[src/rtl/mac_row_mm.sv]
// Row of `col` signed saturating MAC PEs, weight-stationary or output-stationary.
// Activations and instructions ripple east one PE per cycle; results leave south.
module mac_row_mm #(
   parameter int bw      = 4,
   parameter int psum_bw = 16,
   parameter int col     = 8
) (
   input  logic                   clk,
   input  logic                   reset,
   input  logic                   mode,
   input  logic [bw-1:0]          in_w,
   input  logic [2:0]             inst_w,
   input  logic [psum_bw*col-1:0] in_n,
   output logic [psum_bw*col-1:0] out_s,
   output logic [col-1:0]         valid,
   output logic [col-1:0]         ovf
);
   localparam logic [psum_bw-1:0] PS_MAX = {1'b0, {(psum_bw-1){1'b1}}};
   localparam logic [psum_bw-1:0] PS_MIN = {1'b1, {(psum_bw-1){1'b0}}};

   // Returns {clamped, saturated two's-complement sum}.
   function automatic logic [psum_bw:0] sat_add(input logic [psum_bw-1:0] a,
                                                input logic [psum_bw-1:0] b);
      logic [psum_bw:0] s;
      s = {a[psum_bw-1], a} + {b[psum_bw-1], b};
      if (s[psum_bw] != s[psum_bw-1])
         sat_add = {1'b1, (s[psum_bw] ? PS_MIN : PS_MAX)};
      else
         sat_add = {1'b0, s[psum_bw-1:0]};
   endfunction

   logic mode_d, mode_q, mode_chg;

   always_comb begin
      mode_d = mode;
   end

   always_ff @(posedge clk or posedge reset) begin
      if (reset) mode_q <= 1'b0;
      else       mode_q <= mode_d;
   end

   assign mode_chg = mode ^ mode_q;

   logic [col-1:0][bw-1:0] act_in;
   logic [col-1:0][2:0]    inst_in;

   assign act_in[0]  = in_w;
   assign inst_in[0] = inst_w;

   for (genvar gi = 0; gi < col; gi++) begin : g_pe
      logic [bw-1:0]      weight_d, weight_q;
      logic               load_ready_d, load_ready_q;
      logic [psum_bw-1:0] acc_d, acc_q;
      logic [psum_bw-1:0] out_d, out_q;
      logic               valid_d, valid_q;
      logic               ovf_d, ovf_q;
      logic [bw-1:0]      w_eff;
      logic [psum_bw-1:0] psum_n, prod, acc_base;
      logic [psum_bw:0]   ws_sum, os_sum;
      logic               capture, ovf_base;

      assign psum_n = in_n[gi*psum_bw +: psum_bw];

      always_comb begin
         w_eff    = mode_q ? psum_n[bw-1:0] : (load_ready_q ? weight_q : '0);
         prod     = {{(psum_bw-bw){1'b0}}, act_in[gi]} *
                    {{(psum_bw-bw){w_eff[bw-1]}}, w_eff};
         // An unloaded PE consumes the load so the next value lands one PE further east.
         capture  = ~mode_q & inst_in[gi][0] & ~load_ready_q;
         acc_base = inst_in[gi][2] ? '0 : acc_q;
         ovf_base = inst_in[gi][2] ? 1'b0 : ovf_q;
         ws_sum   = sat_add(psum_n, prod);
         os_sum   = sat_add(acc_base, prod);

         weight_d     = weight_q;
         load_ready_d = load_ready_q;
         acc_d        = acc_q;
         out_d        = out_q;
         valid_d      = 1'b0;
         ovf_d        = ovf_q;

         if (mode_chg) begin
            load_ready_d = 1'b0;
            acc_d        = '0;
            ovf_d        = 1'b0;
         end else if (!mode_q) begin
            if (capture) begin
               weight_d     = act_in[gi];
               load_ready_d = 1'b1;
            end
            if (inst_in[gi][1]) begin
               out_d   = ws_sum[psum_bw-1:0];
               valid_d = 1'b1;
               ovf_d   = ovf_q | ws_sum[psum_bw];
            end
         end else begin
            if (inst_in[gi][2]) begin
               out_d   = acc_q;
               valid_d = 1'b1;
            end
            // Drain + execute restarts the accumulation from this cycle's product.
            if (inst_in[gi][1]) begin
               acc_d = os_sum[psum_bw-1:0];
               ovf_d = ovf_base | os_sum[psum_bw];
            end else begin
               acc_d = acc_base;
               ovf_d = ovf_base;
            end
         end
      end

      always_ff @(posedge clk or posedge reset) begin
         if (reset) begin
            weight_q     <= '0;
            load_ready_q <= 1'b0;
            acc_q        <= '0;
            out_q        <= '0;
            valid_q      <= 1'b0;
            ovf_q        <= 1'b0;
         end else begin
            weight_q     <= weight_d;
            load_ready_q <= load_ready_d;
            acc_q        <= acc_d;
            out_q        <= out_d;
            valid_q      <= valid_d;
            ovf_q        <= ovf_d;
         end
      end

      if (gi < col-1) begin : g_fwd
         logic [bw-1:0] act_fwd_d, act_fwd_q;
         logic [2:0]    inst_fwd_d, inst_fwd_q;

         always_comb begin
            act_fwd_d  = act_in[gi];
            inst_fwd_d = mode_chg ? 3'b000
                                  : {inst_in[gi][2:1], inst_in[gi][0] & ~capture};
         end

         always_ff @(posedge clk or posedge reset) begin
            if (reset) begin
               act_fwd_q  <= '0;
               inst_fwd_q <= '0;
            end else begin
               act_fwd_q  <= act_fwd_d;
               inst_fwd_q <= inst_fwd_d;
            end
         end

         assign act_in[gi+1]  = act_fwd_q;
         assign inst_in[gi+1] = inst_fwd_q;
      end

      assign out_s[gi*psum_bw +: psum_bw] = out_q;
      assign valid[gi]                    = valid_q;
      assign ovf[gi]                      = ovf_q;
   end
endmodule

[config.mk]
export PLATFORM = sky130hd
export DESIGN_NAME = mac_row_mm
export DESIGN_NICKNAME = d
export VERILOG_FILES = /design/src/rtl/mac_row_mm.sv
export SDC_FILE = /design/constraint.sdc
export NUM_CORES = 2
export LEC_CHECK = 0
export CORE_ASPECT_RATIO = 0.75
export CORE_MARGIN = 2
export CORE_UTILIZATION = 55
export CTS_BUF_LIST = sky130_fd_sc_hd__clkbuf_2
export DETAILED_ROUTE_END_ITERATION = 8
export PLACE_DENSITY = 0.78
export RECOVER_POWER = 25
export SYNTH_ARGS = -nofsm -noshare
export SYNTH_HDL_FRONTEND = slang
export SYNTH_SLANG_ARGS = --single-unit
[constraint.sdc]
create_clock -name clk -period 33.9 [get_ports clk]
set_input_delay 5.085 -clock clk [delete_from_list [all_inputs] [get_ports clk]]
set_output_delay 5.085 -clock clk [all_outputs]
set_load 0.01 [all_outputs]
=== Yosys cells after proc, flatten, opt, wreduce, memory -nomap -nowiden ===
Cells that the tools add are included.

* Register bits after elaboration: 362
* Input port bits: 138
* Output and inout port bits: 144
* Word-level logic and storage cells: 425

* Add/sub/neg operators: 16
* Multiply operators: 8
* Equality and inequality tests: 25
* Mux-type cells: 207
* Bitwise logic cells: 57
* Reductions and logical operators: 49

{| class="wikitable"
|+ Operators by type and width
! cell !! number
|-
| 16-bit 2-to-1 mux || 72
|-
| 16-bit by 9-bit adder with 17-bit output || 16
|-
| 17-bit 2-to-1 mux || 16
|-
| 1-bit 2-to-1 mux || 96
|-
| 5-bit by 4-bit multiplier with 9-bit output || 8
|-
| 4-bit 2-to-1 mux || 16
|-
| 3-bit AND reduction || 16
|-
| 2-bit nonzero test || 17
|-
| 3-bit nonzero test || 8
|-
| 1-bit bitwise AND || 23
|-
| 3-bit 2-to-1 mux || 7
|-
| 1-bit NOT || 17
|-
| 1-bit inequality test || 16
|-
| 2-bit by 1-bit inequality test with 1-bit output (second input constant) || 8
|-
| 1-bit bitwise OR || 16
|-
| 2-bit AND reduction || 8
|-
| 2-bit inequality test (second input constant) || 1
|-
| 1-bit bitwise XOR || 1
|}

=== Depth between registers and ports, before layout ===
* Depth after elaboration: 10
* Depth in mapped cells: 31
* Gate-level depth less buffers: 25

=== Worst setup path before layout ===
Ideal clock, no wire load.

* Kind: input -> register
* From: in in_n[99]
* To: reg g_pe[6].out_q[10]
* Library setup time: 0.077 ns
* Arrival time: 11.110 ns
* Required time: 33.823 ns
* Setup slack: 22.712 ns
* Stages on the path: 25
* Buffers on the path: 3
* Cell sequence: a21oi_1 -> or2_2 -> fa_1 -> fa_1 -> inv_1 -> fa_1 -> ha_1 -> a211oi_1 -> nor4b_2 -> nor3_1 -> buf_2 -> inv_1 -> clkbuf_1 -> ha_1 -> a21oi_1 -> nand2_1 -> a21o_1 -> or2_2 -> or4b_2 -> o2bb2ai_1 -> nor2_1 -> clkbuf_1 -> a21oi_1 -> a21oi_1 -> a21oi_1

* Cells in the longest elaborated chain, start to end: 7
* Elaborated cells on any way between the ends: 8

{| class="wikitable"
|+ Ends and longest elaborated chain
! item !! line !! RTL
|-
| from (decl) || 13 || <nowiki>input logic [psum_bw*col-1:0] in_n,</nowiki>
|-
| 4-bit 2-to-1 mux || 66 || <nowiki>w_eff = mode_q ? psum_n[bw-1:0] : (load_ready_q ? weight_q : '0);</nowiki>
|-
| 5-bit by 4-bit multiplier with 9-bit output || 67 || <nowiki>prod = {{(psum_bw-bw){1'b0}}, act_in[gi]} *</nowiki>
|-
| 16-bit by 9-bit adder with 17-bit output * || 25 || <nowiki>s = {a[psum_bw-1], a} + {b[psum_bw-1], b};</nowiki>
|-
| 16-bit 2-to-1 mux / 1-bit inequality test (equally long branches) || 27, 26 ||
|-
| 17-bit 2-to-1 mux * || 26 || <nowiki>if (s[psum_bw] != s[psum_bw-1])</nowiki>
|-
| 16-bit 2-to-1 mux * || 92 || <nowiki>if (inst_in[gi][1]) begin</nowiki>
|-
| 16-bit 2-to-1 mux * || 87 || <nowiki>end else if (!mode_q) begin</nowiki>
|-
| to (signal assigned) || 125 || <nowiki>out_q <= out_d;</nowiki>
|-
| to (decl) || 55 || <nowiki>logic [psum_bw-1:0] out_d, out_q;</nowiki>
|}

Mark *: on every way between the ends. The rest lies on a longest branch, timed or not. The select of a mux whose other input is x is not followed.
A chain may end at the register's enable or synchronous reset.

=== Final worst setup path ===
* From: in in_n[99]
* To: reg g_pe[6].acc_q[10]

* Cells in the longest elaborated chain, start to end: 8
* Elaborated cells on any way between the ends: 9

{| class="wikitable"
|+ Ends and longest elaborated chain
! item !! line !! RTL
|-
| 4-bit 2-to-1 mux * || 66 ||
|-
| 5-bit by 4-bit multiplier with 9-bit output * || 67 ||
|-
| 16-bit by 9-bit adder with 17-bit output * || 25 ||
|-
| 16-bit 2-to-1 mux / 1-bit inequality test (equally long branches) || 27, 26 ||
|-
| 17-bit 2-to-1 mux * || 26 ||
|-
| 16-bit 2-to-1 mux * || 103 || <nowiki>if (inst_in[gi][1]) begin</nowiki>
|-
| 16-bit 2-to-1 mux * || 87 ||
|-
| 16-bit 2-to-1 mux * || 83 || <nowiki>if (mode_chg) begin</nowiki>
|-
| to (signal assigned) || 117 || <nowiki>acc_q <= '0;</nowiki>
|-
| to (signal assigned) || 124 || <nowiki>acc_q <= acc_d;</nowiki>
|-
| to (decl) || 54 || <nowiki>logic [psum_bw-1:0] acc_d, acc_q;</nowiki>
|}

Marked as above.

==> metrics.csv <==
stage,metric,value,unit
clock_network,clkSinkCount,362,
yosys,netlist_top_cells_area,"dfrtp_1 (26%), ha_1 (12%), a21oi_1 (4.6%)",
clock_network,cts_tree,yes,
sta,timing.fmax,85.8,MHz
clock_network,cts_hold_buf,0,
sta,setup_ws,22.25,ns
yosys,yosys_most_used_dff,dfrtp_1,
routing,detail-route-antenna-nets,0,
cells_and_area,nets,5026,
power,power,1.65,mW
cells_and_area,syn2layout_area_growth,12.1,%
clock_network,numCtsBuffers,100,
routing,drc,0,
global_route,track_usage,31.4,%
routing,dr_total_vias,33500,
global_route,grt_pass1_vias,31200,
power,switchingPower,0.678,mW
yosys,netlist_area,35000,um^2
sta,tns,0,ns
outcome,violations,"max-capacitance violations, max-slew violations",
setup_path,crit_chain,"clkdlybuf4s50_1, a21oi_1, or2_2, fa_1, fa_1, inv_1, fa_1, ha_1, a211oi_1, nor4b_2, nor3_2, buf_4, inv_1, ha_1, a2111oi_0, o221ai_1, a311oi_1, a2111oi_2, a2bb2oi_2, nand3b_1, nand2_1, o41ai_1, o22ai_1",
routing,drtIter0Drc,3281,
power,ir_drop,38.9,uV
routing,wl_per_cell,19.3,um
clock_network,clockBufferDepth,3,
cells_and_area,stdcell_area,39200,um^2
routing,firstDrtPassIters,6,
sta,hold_violations,0,
yosys,yosysUniqueCellTypes,112,
power,internal-power,0.969,mW
setup_path,end_kind,flip-flop,
yosys,synth_fp_nets,4808,
clock_network,insertion_delay,1.18,ns
power,leakage,18.1,nW
sta,rsz0062_at_grt,false,
clock_network,cts-root-buf,clkbuf_2,
flow_run,maxCapViolations,5,
placed_design,dpl-instance-area,38300,um^2
cells_and_area,instances_no_fill,5413,
routing,vias_per_cell,6.19,
die,die_w,295,um
yosys,netlist_top_cells_count,"nor2_1 (418), nand2_1 (372), dfrtp_1 (362), ha_1 (344), a21oi_1 (322)",
global_route,grt_remaining_overflow,0,
yosys,synth_seq_cells,362,
global_route,antenna_found_initial,2,
sta,slew_viol_final,308,
setup_path,cp_common_cell,fa_1,
sta,min_period,11.65,ns
placed_design,gp_congestion,0.962,
hold_path,hp-class,reg -> reg,
setup_path,cp_top_family,compound AO/OA/AOI/OAI gates,
yosys,synth-edff-count,0,
clock_network,htreeDepth,3,
clock_network,cts_setup_buffers,0,
yosys,yosys_warnings,0,
power,combPwrFrac,45.0,%
sta,tightest_slew,5.58,ns
power,power_frac_seq,34.9,%
sta,max_slew_margin,-274,%
routing,routed_wl,105000,um
die,core_area,62500,um^2
setup_path,slowest_delay,0.57,ns
yosys,async_reset_ff_share,100,%
die,ioPinCount,282,
setup_path,worst-path-max-fanout,22,
yosys,yosysMostFrequentCell,nor2_1,
setup_path,cp.required,34.89,ns
clock_network,cts.repair.resized,0,
placed_design,io_buffers,281,
outcome,status,"complete, but fails checks",
placed_design,dp_cells,5236,
placed_design,dp_worst_setup_slack,21.25,ns
power,p_per_area,42.0,nW/um^2
cells_and_area,drive_above_1_share,6.82,%
sta,setup_viol,0,
setup_path,critPathBufInv,4,
yosys,avgSynthCellArea,8.19,um^2
setup_path,cpMaxStageDelayCell,clkdlybuf4s50_1,
global_route,grt_pass1_wl,168000,um
yosys,netlist_instances,4270,
yosys,ys_seq_area_share,25.9,%
sta,post-route-period-util,34.4,%
global_route,grt_max_degree,117,
yosys,synth_top_area_share,25.9,%
cells_and_area,fill_cells,5602,
sta,finClkSkew,0.0791,ns
die,dieArea,65600,um^2
yosys,yosysTopAreaCell,dfrtp_1,
setup_path,critPathArrivalTime,12.64,ns
die,initial_core_util,55.9,%
power,switching_share,41.2,%
clock_network,clkSlewWorstSetupHoldPaths,0.13,ns
placed_design,hpwl,77000,um
die,rows,79,
die,die_h,222,um
setup_path,path_class,in -> reg,
power,p_clk_share,20.1,%
setup_path,worstSetupStartpointType,input port,
-- path summary, 6_finish.rpt --
| check | start | end | slack [ns] | depth (start not counted) |
|---|---|---|---|---|
| hold reg to reg | g_pe[0].g_fwd.act_fwd_q[0] | g_pe[1].g_fwd.act_fwd_q[0] | 0.46 | 0 |
| setup reg to reg | mode_q | g_pe[6].acc_q[10] | 24.45 | 25 |
| hold / removal | g_pe[0].g_fwd.act_fwd_q[0] | g_pe[1].g_fwd.act_fwd_q[0] | 0.46 | 0 |
| min in group asynchronous | reset | g_pe[7].out_q[11] | 6.07 | 2 |
| setup / recovery | in_n[99] | g_pe[6].acc_q[10] | 22.25 | 23 |
| max in group asynchronous | reset | g_pe[2].out_q[3] | 22.78 | 4 |
-- layer usage --
| metal | global-route usage [%] | up-vias | wire (um) |
|---|---|---|---|
| met5 | 0 | - | 13 |
| met4 | 8.73 | 2 | 2490 |
| met3 | 6.26 | 177 | 9410 |
| met2 | 44.5 | 1436 | 42500 |
| met1 | 47.8 | 15800 | 50100 |
| li1 | - | 16000 | - |
-- power by group through the flow --
stage	sequential [mW]	combinational, mW	clock (mW)
3_3_place_gp	0.580	0.720	0
6_report	0.575	0.741	0.331
2_1_floorplan	0.584	0.456	0
4_1_cts	0.573	0.735	0.340
3_5_place_dp	0.581	0.730	0
5_1_grt	0.584	0.817	0.363
-- area by class of cell --
| class | count | area (um^2) | area share [%] |
|---|---|---|---|
| multi-input combinational | 3481 | 24200 | 61.9 |
| sequential | 362 | 9060 | 23.1 |
| timing repair buffer | 314 | 3050 | 7.80 |
| tap | 850 | 1060 | 2.72 |
| inverter | 229 | 862 | 2.20 |
| clock buffer | 139 | 696 | 1.78 |
| clock inverter | 37 | 188 | 0.479 |
| antenna | 1 | 2.50 | 0.00639 |
-- cells by family (layout without fill, tap and decap cells) --
| group | count (synthesis) | count (layout) | share of synthesized area [%] |
|---|---|---|---|
| AO/OA/AOI/OAI | 1358 | 1358 | 26.0 |
| XOR/XNOR | 196 | 196 | 4.91 |
| adder cells (fa/ha/maj) | 410 | 410 | 15.8 |
| buffers and inverters | 427 | 719 | 4.87 |
| flip-flops | 362 | 362 | 25.9 |
| multiplexers | 67 | 67 | 2.05 |
| other | 0 | 1 | 0 |
| AND/OR/NAND/NOR | 1450 | 1450 | 20.4 |
-- sequential cells by signal, summed over array words and instances, names as in the netlist --
name	count
g_pe.ovf_q	8
g_pe.acc_q	128
mode_q	1
g_pe.out_q	128
g_pe.weight_q	32
g_pe.g_fwd.inst_fwd_q	21
g_pe.load_ready_q	8
g_pe.valid_q	8
g_pe.g_fwd.act_fwd_q	28
-- worst reg2reg max path, delay by kind of cell (launching register included) --
kind,cells,cell delay (ns)
AOI/OAI and AO/OA,9,2.72
adders and majority gates,5,2.12
buffers and inverters,5,2.04
DFF,1,0.78
and+or+nand+nor,6,1.67
-- metrics by stage --
stage	hold WS (ns)	utilization (%)
6_report	0.463	62.7
4_1_cts	0.476	62.8
5_1_grt	0.511	62.7
3_3_place_gp	0.465	61.3
2_1_floorplan	0.400	-
3_5_place_dp	0.461	61.3
-- cells in the final DEF (no fill, tap or decap), types with 25 or more instances in the layout --
cell	n
xnor2_1	142
o22ai_1	34
and2_1	50
mux2i_1	31
o21a_1	50
a31oi_1	98
fa_1	56
o211ai_1	30
or2_2	27
a22o_1	38
nand2b_1	84
a22oi_1	26
o21bai_1	32
a21oi_1	322
buf_4	27
a211oi_1	61
clkinv_1	31
inv_1	216
clkbuf_2	139
dfrtp_1	361
clkdlybuf4s50_1	275
nor3b_1	28
xor2_1	54
or3_1	25
and3_1	38
nor2_1	414
nor4_1	32
nor2b_1	141
ha_1	344
nor3_1	86
nand3_1	71
o21ai_0	277
a21o_1	87
mux2_2	36
nand2_1	372
Power figures use the tool's default switching activity.
